**config.mk**
```make
export PLATFORM = sky130hd
export DESIGN_NAME = qupls_mem_slots_flat
export DESIGN_NICKNAME = d
export VERILOG_FILES = /design/src/rtl/qupls_mem_slots_pkg.sv /design/src/rtl/qupls_mem_slots_if.sv /design/src/rtl/qupls_mem_slot.sv /design/src/rtl/qupls_mem_slots.sv /design/src/flat_wrapper.sv
export SDC_FILE = /design/constraint.sdc
export NUM_CORES = 1
export LEC_CHECK = 0
export ABC_AREA = 1
export BUFFER_PORTS_ARGS = -buffer_cell sky130_fd_sc_hd__buf_2
export CORE_ASPECT_RATIO = 1.4
export CORE_MARGIN = 8
export CORE_UTILIZATION = 23
export CTS_BUF_LIST = sky130_fd_sc_hd__clkbuf_4 sky130_fd_sc_hd__clkbuf_8
export DETAILED_ROUTE_END_ITERATION = 8
export GPL_ROUTABILITY_DRIVEN = 0
export PLACE_DENSITY = 0.42
export SLEW_MARGIN = 0
export SYNTH_ARGS = -nofsm -noshare
export SYNTH_HDL_FRONTEND = slang
export SYNTH_SLANG_ARGS = --single-unit
```
**constraint.sdc**
```tcl
create_clock -name clk_i -period 2.6 [get_ports clk_i]
set_clock_uncertainty 0.1 [all_clocks]
set_input_delay 0.52 -clock clk_i [delete_from_list [all_inputs] [get_ports clk_i]]
set_output_delay 0.52 -clock clk_i [all_outputs]
set_load 0.05 [all_outputs]
```
**src/rtl/qupls_mem_slots_pkg.sv**
```systemverilog
// Shared types for the Qupls multi-slot memory-request tracker.
// Every slot of qupls_mem_slots walks through the states of mem_slot_state_t.
package qupls_mem_slots_pkg;

  typedef enum logic [2:0] {
    MS_AVAIL    = 3'd0,
    MS_RESERVED = 3'd1,
    MS_READY    = 3'd2,
    MS_ACTIVE   = 3'd3,
    MS_DELAY    = 3'd4
  } mem_slot_state_t;

endpackage

```
**src/rtl/qupls_mem_slots_if.sv**
```systemverilog
// Load/store-queue side bus of the slot tracker: allocation, per-slot control,
// memory issue/ack and status. slave = tracker, master = queue/memory side.
interface qupls_mem_slots_if #(
  parameter int NSLOT = 4,
  parameter int TAGW  = $clog2(NSLOT)
);
  import qupls_mem_slots_pkg::*;

  logic             alloc_req_i;
  logic             alloc_gnt_o;
  logic [TAGW-1:0]  alloc_tag_o;
  logic [NSLOT-1:0] set_ready_i;
  logic [NSLOT-1:0] set_avail_i;
  logic             issue_v_o;
  logic [TAGW-1:0]  issue_tag_o;
  logic             issue_rdy_i;
  logic             ack_i;
  logic [TAGW-1:0]  ack_tag_i;
  logic [NSLOT-1:0] err_o;
  mem_slot_state_t  state_o [NSLOT];
  logic [TAGW:0]    avail_cnt_o;
  logic             full_o;
  logic             empty_o;

  modport slave (
    input  alloc_req_i, set_ready_i, set_avail_i, issue_rdy_i, ack_i, ack_tag_i,
    output alloc_gnt_o, alloc_tag_o, issue_v_o, issue_tag_o, err_o, state_o,
           avail_cnt_o, full_o, empty_o
  );

  modport master (
    output alloc_req_i, set_ready_i, set_avail_i, issue_rdy_i, ack_i, ack_tag_i,
    input  alloc_gnt_o, alloc_tag_o, issue_v_o, issue_tag_o, err_o, state_o,
           avail_cnt_o, full_o, empty_o
  );

endinterface

```
**src/rtl/qupls_mem_slot.sv**
```systemverilog
// Single memory-request slot: lifecycle FSM with post-ack delay, ACTIVE timeout
// and bounded reissue. Events arrive already decoded for this slot.
module qupls_mem_slot
  import qupls_mem_slots_pkg::*;
#(
  parameter int DELAY    = 1,
  parameter int TMO      = 255,
  parameter int MAXRETRY = 3
)(
  input  logic            clk_i,
  input  logic            rst_i,
  input  logic            i_grant,
  input  logic            i_set_ready,
  input  logic            i_set_avail,
  input  logic            i_issue,
  input  logic            i_ack,
  output mem_slot_state_t o_state,
  output logic            o_err
);

  localparam int DW = (DELAY < 2) ? 1 : $clog2(DELAY);
  localparam int TW = (TMO < 2) ? 1 : $clog2(TMO);
  localparam int RW = (MAXRETRY < 1) ? 1 : $clog2(MAXRETRY + 1);
  localparam logic [DW-1:0] DLY_LAST  = DW'(DELAY - 1);
  localparam logic [TW-1:0] TMO_LAST  = TW'((TMO > 0) ? TMO - 1 : 0);
  localparam logic [RW-1:0] RETRY_MAX = RW'(MAXRETRY);

  mem_slot_state_t r_state, w_state;
  logic [DW-1:0]   r_dly, w_dly;
  logic [TW-1:0]   r_tmo, w_tmo;
  logic [RW-1:0]   r_retry, w_retry;
  logic            r_err, w_err;
  logic            w_timeout;

  always_ff @(posedge clk_i or posedge rst_i) begin
    if (rst_i) begin
      r_state <= MS_AVAIL;
      r_dly   <= '0;
      r_tmo   <= '0;
      r_retry <= '0;
      r_err   <= 1'b0;
    end else begin
      r_state <= w_state;
      r_dly   <= w_dly;
      r_tmo   <= w_tmo;
      r_retry <= w_retry;
      r_err   <= w_err;
    end
  end

  // r_tmo holds completed ACTIVE cycles, so the current cycle is number r_tmo+1
  assign w_timeout = (TMO != 0) && (r_state == MS_ACTIVE) && (r_tmo == TMO_LAST);

  always_comb begin
    w_state = r_state;
    w_dly   = r_dly;
    w_tmo   = r_tmo;
    w_retry = r_retry;
    w_err   = 1'b0;
    if (i_set_avail) begin
      w_state = MS_AVAIL;
      w_retry = '0;
    end else if (i_set_ready && (r_state == MS_AVAIL || r_state == MS_RESERVED)) begin
      w_state = MS_READY;
    end else if (i_ack && r_state == MS_ACTIVE) begin
      w_state = MS_DELAY;
      w_dly   = '0;
      w_retry = '0;
    end else if (w_timeout) begin
      if (r_retry < RETRY_MAX) begin
        w_state = MS_READY;
        w_retry = r_retry + 1'b1;
      end else begin
        w_state = MS_AVAIL;
        w_retry = '0;
        w_err   = 1'b1;
      end
    end else begin
      case (r_state)
        MS_AVAIL:  if (i_grant) w_state = MS_RESERVED;
        MS_READY:  if (i_issue) begin
                     w_state = MS_ACTIVE;
                     w_tmo   = '0;
                   end
        MS_ACTIVE: w_tmo = r_tmo + 1'b1;
        MS_DELAY:  if (r_dly == DLY_LAST) w_state = MS_AVAIL;
                   else                   w_dly   = r_dly + 1'b1;
        default:   ;
      endcase
    end
  end

  always_comb begin
    o_state = r_state;
    o_err   = r_err;
  end

endmodule

```
**src/rtl/qupls_mem_slots.sv**
```systemverilog
// Multi-slot memory-request tracker: NSLOT slot FSMs plus a lowest-index free
// allocator, a round-robin issue arbiter, tag-routed acks and status counts.
module qupls_mem_slots
  import qupls_mem_slots_pkg::*;
#(
  parameter int NSLOT    = 4,
  parameter int TAGW     = $clog2(NSLOT),
  parameter int DELAY    = 1,
  parameter int TMO      = 255,
  parameter int MAXRETRY = 3
)(
  input logic              clk_i,
  input logic              rst_i,
  qupls_mem_slots_if.slave bus
);

  mem_slot_state_t  w_state [NSLOT];
  logic [NSLOT-1:0] w_avail, w_cand, w_grant, w_issue, w_ack, w_err;
  logic [TAGW-1:0]  w_alloc_tag, w_issue_tag, w_next_tag, r_ptr;
  logic             w_alloc_any, w_gnt, w_issue_v, w_xfer;
  logic [TAGW:0]    w_cnt;

  always_comb begin
    w_alloc_any = 1'b0;
    w_alloc_tag = '0;
    w_cnt       = '0;
    for (int n = NSLOT - 1; n >= 0; n--) begin
      if (w_avail[n]) begin
        w_alloc_any = 1'b1;
        w_alloc_tag = TAGW'(n);
      end
      w_cnt = w_cnt + {{TAGW{1'b0}}, w_avail[n]};
    end
  end

  assign w_gnt = bus.alloc_req_i & w_alloc_any;

  // Scan downward so the candidate nearest the pointer is the one kept
  always_comb begin
    logic [TAGW-1:0] w_idx;
    w_issue_v   = 1'b0;
    w_issue_tag = '0;
    w_idx       = '0;
    for (int i = NSLOT - 1; i >= 0; i--) begin
      w_idx = TAGW'((int'(r_ptr) + i) % NSLOT);
      if (w_cand[w_idx]) begin
        w_issue_v   = 1'b1;
        w_issue_tag = w_idx;
      end
    end
  end

  assign w_xfer     = w_issue_v & bus.issue_rdy_i;
  assign w_next_tag = (w_issue_tag == TAGW'(NSLOT - 1)) ? '0 : w_issue_tag + 1'b1;

  // A stalled offer pins the pointer on itself, keeping the tag stable
  always_ff @(posedge clk_i or posedge rst_i) begin
    if (rst_i)          r_ptr <= '0;
    else if (w_issue_v) r_ptr <= bus.issue_rdy_i ? w_next_tag : w_issue_tag;
  end

  for (genvar g = 0; g < NSLOT; g++) begin : g_slot
    assign w_avail[g] = (w_state[g] == MS_AVAIL);
    assign w_cand[g]  = (w_state[g] == MS_READY) & ~bus.set_avail_i[g];
    assign w_grant[g] = w_gnt & (w_alloc_tag == TAGW'(g));
    assign w_issue[g] = w_xfer & (w_issue_tag == TAGW'(g));
    assign w_ack[g]   = bus.ack_i & (bus.ack_tag_i == TAGW'(g));

    qupls_mem_slot #(
      .DELAY    (DELAY),
      .TMO      (TMO),
      .MAXRETRY (MAXRETRY)
    ) u_slot (
      .clk_i       (clk_i),
      .rst_i       (rst_i),
      .i_grant     (w_grant[g]),
      .i_set_ready (bus.set_ready_i[g]),
      .i_set_avail (bus.set_avail_i[g]),
      .i_issue     (w_issue[g]),
      .i_ack       (w_ack[g]),
      .o_state     (w_state[g]),
      .o_err       (w_err[g])
    );

    assign bus.state_o[g] = w_state[g];
  end

  assign bus.alloc_gnt_o = w_gnt;
  assign bus.alloc_tag_o = w_alloc_tag;
  assign bus.issue_v_o   = w_issue_v;
  assign bus.issue_tag_o = w_issue_tag;
  assign bus.err_o       = w_err;
  assign bus.avail_cnt_o = w_cnt;
  assign bus.full_o      = (w_cnt == '0);
  assign bus.empty_o     = (w_cnt == (TAGW + 1)'(NSLOT));

endmodule

```
**src/flat_wrapper.sv**
```systemverilog
// flat-port wrapper written by rule: the top's interface ports become plain ports
module qupls_mem_slots_flat import qupls_mem_slots_pkg::*;
#(
  parameter int NSLOT    = 4,
  parameter int TAGW     = $clog2(NSLOT),
  parameter int DELAY    = 1,
  parameter int TMO      = 255,
  parameter int MAXRETRY = 3
)
  (clk_i, rst_i, bus_alloc_req_i, bus_set_ready_i, bus_set_avail_i, bus_issue_rdy_i, bus_ack_i, bus_ack_tag_i, bus_alloc_gnt_o, bus_alloc_tag_o, bus_issue_v_o, bus_issue_tag_o, bus_err_o, bus_state_o, bus_avail_cnt_o, bus_full_o, bus_empty_o);
  qupls_mem_slots_if #(.NSLOT(NSLOT), .TAGW(TAGW)) bus_i ();
  input logic clk_i;
  input logic rst_i;
  input wire logic [$bits(bus_i.alloc_req_i)-1:0] bus_alloc_req_i;
  input wire logic [$bits(bus_i.set_ready_i)-1:0] bus_set_ready_i;
  input wire logic [$bits(bus_i.set_avail_i)-1:0] bus_set_avail_i;
  input wire logic [$bits(bus_i.issue_rdy_i)-1:0] bus_issue_rdy_i;
  input wire logic [$bits(bus_i.ack_i)-1:0] bus_ack_i;
  input wire logic [$bits(bus_i.ack_tag_i)-1:0] bus_ack_tag_i;
  output wire logic [$bits(bus_i.alloc_gnt_o)-1:0] bus_alloc_gnt_o;
  output wire logic [$bits(bus_i.alloc_tag_o)-1:0] bus_alloc_tag_o;
  output wire logic [$bits(bus_i.issue_v_o)-1:0] bus_issue_v_o;
  output wire logic [$bits(bus_i.issue_tag_o)-1:0] bus_issue_tag_o;
  output wire logic [$bits(bus_i.err_o)-1:0] bus_err_o;
  output wire logic [$bits(bus_i.state_o)-1:0] bus_state_o;
  output wire logic [$bits(bus_i.avail_cnt_o)-1:0] bus_avail_cnt_o;
  output wire logic [$bits(bus_i.full_o)-1:0] bus_full_o;
  output wire logic [$bits(bus_i.empty_o)-1:0] bus_empty_o;
  assign bus_i.alloc_req_i = bus_alloc_req_i;
  assign bus_i.set_ready_i = bus_set_ready_i;
  assign bus_i.set_avail_i = bus_set_avail_i;
  assign bus_i.issue_rdy_i = bus_issue_rdy_i;
  assign bus_i.ack_i = bus_ack_i;
  assign bus_i.ack_tag_i = bus_ack_tag_i;
  assign bus_alloc_gnt_o = bus_i.alloc_gnt_o;
  assign bus_alloc_tag_o = bus_i.alloc_tag_o;
  assign bus_issue_v_o = bus_i.issue_v_o;
  assign bus_issue_tag_o = bus_i.issue_tag_o;
  assign bus_err_o = bus_i.err_o;
  assign bus_state_o = {>>{bus_i.state_o}};
  assign bus_avail_cnt_o = bus_i.avail_cnt_o;
  assign bus_full_o = bus_i.full_o;
  assign bus_empty_o = bus_i.empty_o;
  qupls_mem_slots #(.NSLOT(NSLOT), .TAGW(TAGW), .DELAY(DELAY), .TMO(TMO), .MAXRETRY(MAXRETRY)) u_core (.clk_i(clk_i), .rst_i(rst_i), .bus(bus_i));
endmodule
```
==> impl_metrics.json <==
{
  "coreArea_sq_um": 17400,
  "cts_buffer_depth": 2,
  "p_leak_nw": 2.505,
  "first_iter_violations": 205,
  "worst_pin_slew_ns": 0.6595,
  "synth-compound-area-share_pct": 8.067,
  "drv_cap": 0,
  "grt_max_degree": 33,
  "avgSynthCellArea_sq_um": 7.245,
  "tns_ns": -1.087,
  "die_area_sq_um": 22310,
  "r2r_cells": 14,
  "peakVddDrop_uv": 765.4,
  "worstPathArrival_ns": 2.28,
  "grt_pass1_wl_um": 19200,
  "synth_xor_area_share_pct": 3.221,
  "synth_cell_types": 36,
  "grt_pass1_vias": 3881,
  "wl_per_cell_um": 12.83,
  "critPathMaxFanout": 3,
  "p_per_area_nw_per_um2": 1129,
  "die_h_um": 173.6,
  "relSlewSlack_pct": 55.97,
  "dpl.cell_count": 855,
  "finalPower_w": 0.005828,
  "drv_slew": 0,
  "vias": 3813,
  "die_w_um": 128.6,
  "io_pins": 42,
  "place_area_sq_um": 4760,
  "cts.clk_slew.worst_paths_ns": 0.07,
  "fin_crit_ns": 2.900,
  "vias_per_cell": 4.318,
  "setup_viol": 5,
  "register_area_sq_um": 1459,
  "htreeDepth": 3,
  "hold_viol": 0,
  "multiInputGateArea_sq_um": 2401,
  "synth_area_sq_um": 4079,
  "clock_sinks": 58,
  "syn_inst": 563,
  "synth_fp_nets": 596,
  "ant_nets": 0,
  "fmax_mhz": 344.8,
  "drc": 0,
  "most-common-layout-cells": "161 x nand2_1, 64 x nand3_1, 52 x dfrtp_1",
  "cp.required_ns": 1.98,
  "rsz0062_at_grt": "true",
  "clockRootBuffer": "clkbuf_8",
  "synth.mux.area_fraction_pct": 0,
  "end_kind": "primary output",
  "rows": 57,
  "yosysWarningCount": 0,
  "setup_ws_ns": -0.3002,
  "seq_area_frac_synth_pct": 35.58,
  "crit_type": "register to primary output",
  "ys_ff_latch": 58,
  "synth_top_family_by_area": "simple AND/OR/NAND/NOR gates",
  "grt_overflow": 0,
  "nNetsFinal": 674,
  "ctsHoldBuffers": 0,
  "port_buffers": 41,
  "clk_latency_ns": 0.35,
  "dpl.hpwl_um": 8835,
  "area_growth_pct": 26.60,
  "grt_usage_pct": 10.74,
  "fin_area_sq_um": 5164,
  "violations": "negative setup slack",
  "antenna_found_initial": 0,
  "cts_made_buffers": 9,
  "status": "finished, violations left",
  "hold_path.class": "input port to async pin",
  "start_util_pct": 23.44,
  "cts_tree": "yes",
  "synth_simple_gate_area_share_pct": 39.66,
  "drt-total-wl_um": 11330,
  "finalNonFillerCells": 883,
  "worst_setup_path_start_kind": "register",
  "layout-drive-gt1-share_pct": 28.48,
  "fin_crit_sh_pct": 111.5,
  "final_common_cell": "nand2_1",
  "synthAdderAreaFrac_pct": 5.706,
  "dr.pass1.iters": 6,
  "num-fill-cells": 1930
}
## cells by family (layout without fill, tap and decap cells)
kind of cell | count (synthesis) | after routing
AO/OA/AOI/OAI | 47 | 47
XOR/XNOR | 15 | 15
adder cells (fa/ha/maj) | 18 | 18
buffers and inverters | 75 | 158
flip-flops | 58 | 58
other | 0 | 1
AND/OR/NAND/NOR | 350 | 350
## report_power, final
part	leakage [nW]	internal, W	total (W)	switching (W)
combinational	1.62	0.00146	0.00389	0.00243
clock	0.103	0.000443	0.000823	0.000380
sequential	0.784	0.00102	0.00112	0.0000994
## layer usage
layer  vias to the layer above  share of wire, %  track usage (%)
li1                       1973                 -                -
met1                      1781                43            11.94
met3                        12               3.3            2.186
met5                         -                 0                0
met2                        47                52            19.11
met4                         0               1.8            4.767
## cell usage after synthesis (all sizes together)
master | number | area [sq um]
a21oi | 6 | 30.03
nor4 | 2 | 12.51
o21ai | 32 | 220.2
nor3 | 15 | 85.08
xor2 | 11 | 96.34
nor2 | 61 | 261.5
o221ai | 1 | 8.760
buf | 8 | 65.06
xnor2 | 4 | 35.03
fa | 1 | 20.02
nand4 | 10 | 62.56
inv | 67 | 251.5
a31oi | 3 | 25.02
dfrtp | 58 | 1451
o311ai | 1 | 8.760
o22ai | 1 | 6.260
nand3 | 68 | 362.8
or2 | 10 | 62.56
nand2 | 182 | 755.7
o211ai | 2 | 15.01
a2bb2oi | 1 | 15.01
ha | 17 | 212.7
nor3b | 2 | 15.01
## state kept, by name (all words and copies together) (netlist names)
name	cells
u_core.r_ptr	2
u_core.g_slot.u_slot.r_retry	8
u_core.g_slot.u_slot.o_state	12
u_core.g_slot.u_slot.o_err	4
u_core.g_slot.u_slot.r_tmo	32
## through the flow
stage / setup WS (ns) / util [%] / hold slack [ns]
2_1_floorplan: -0.3511 / - / 0.3570
3_3_place_gp: -0.05886 / 27.35 / 0.3751
3_5_place_dp: -0.07492 / 27.35 / 0.3907
4_1_cts: -0.3244 / 29.36 / 0.1644
5_1_grt: -0.3951 / 29.66 / 0.1896
6_report: -0.3002 / 29.67 / 0.1546
## repair_timing
action,4_1_cts,5_1_grt
setup buffers,9,2
endpoints found under the setup margin,8,25
resized for setup,27,12
pin swaps,6,3
## worst paths after layout
check	startpoint	to	slack, ns
max	u_core.g_slot[2].u_slot.o_state[1]$_DFFE_PP0P_	bus_full_o	-0.30
min	rst_i	u_core.g_slot[3].u_slot.o_err$_DFF_PP0_	0.15
max reg2reg	u_core.g_slot[2].u_slot.o_state[1]$_DFFE_PP0P_	u_core.g_slot[3].u_slot.o_state[1]$_DFFE_PP0P_	0.24
min reg2reg	u_core.g_slot[1].u_slot.r_retry[1]$_DFFE_PP0P_	u_core.g_slot[1].u_slot.r_retry[1]$_DFFE_PP0P_	0.40
max in group asynchronous	rst_i	u_core.g_slot[2].u_slot.o_state[0]$_DFFE_PP0P_	1.62
min in group clk_i	bus_set_avail_i[1]	u_core.g_slot[1].u_slot.o_state[2]$_DFFE_PP0P_	0.37
## worst max-delay path: stages, from the launching register on
cell	delay (ns)
dfrtp_2	0.40
nor2_1	0.10
inv_1	0.06
nor2_2	0.12
inv_2	0.07
ha_4	0.21
fa_2	0.35
ha_4	0.25
nor3_4	0.18
buf_6	0.18
## cell type report
class	instances	share of cell area, %
Multi-Input combinational cell	430	46.50
Sequential cell	58	28.25
Timing Repair Buffer	75	10.81
Tap cell	236	5.718
Inverter	67	4.992
Clock buffer	14	3.489
Clock inverter	2	0.1938
Antenna cell	1	0.04846
Power figures use the tool's default switching activity.
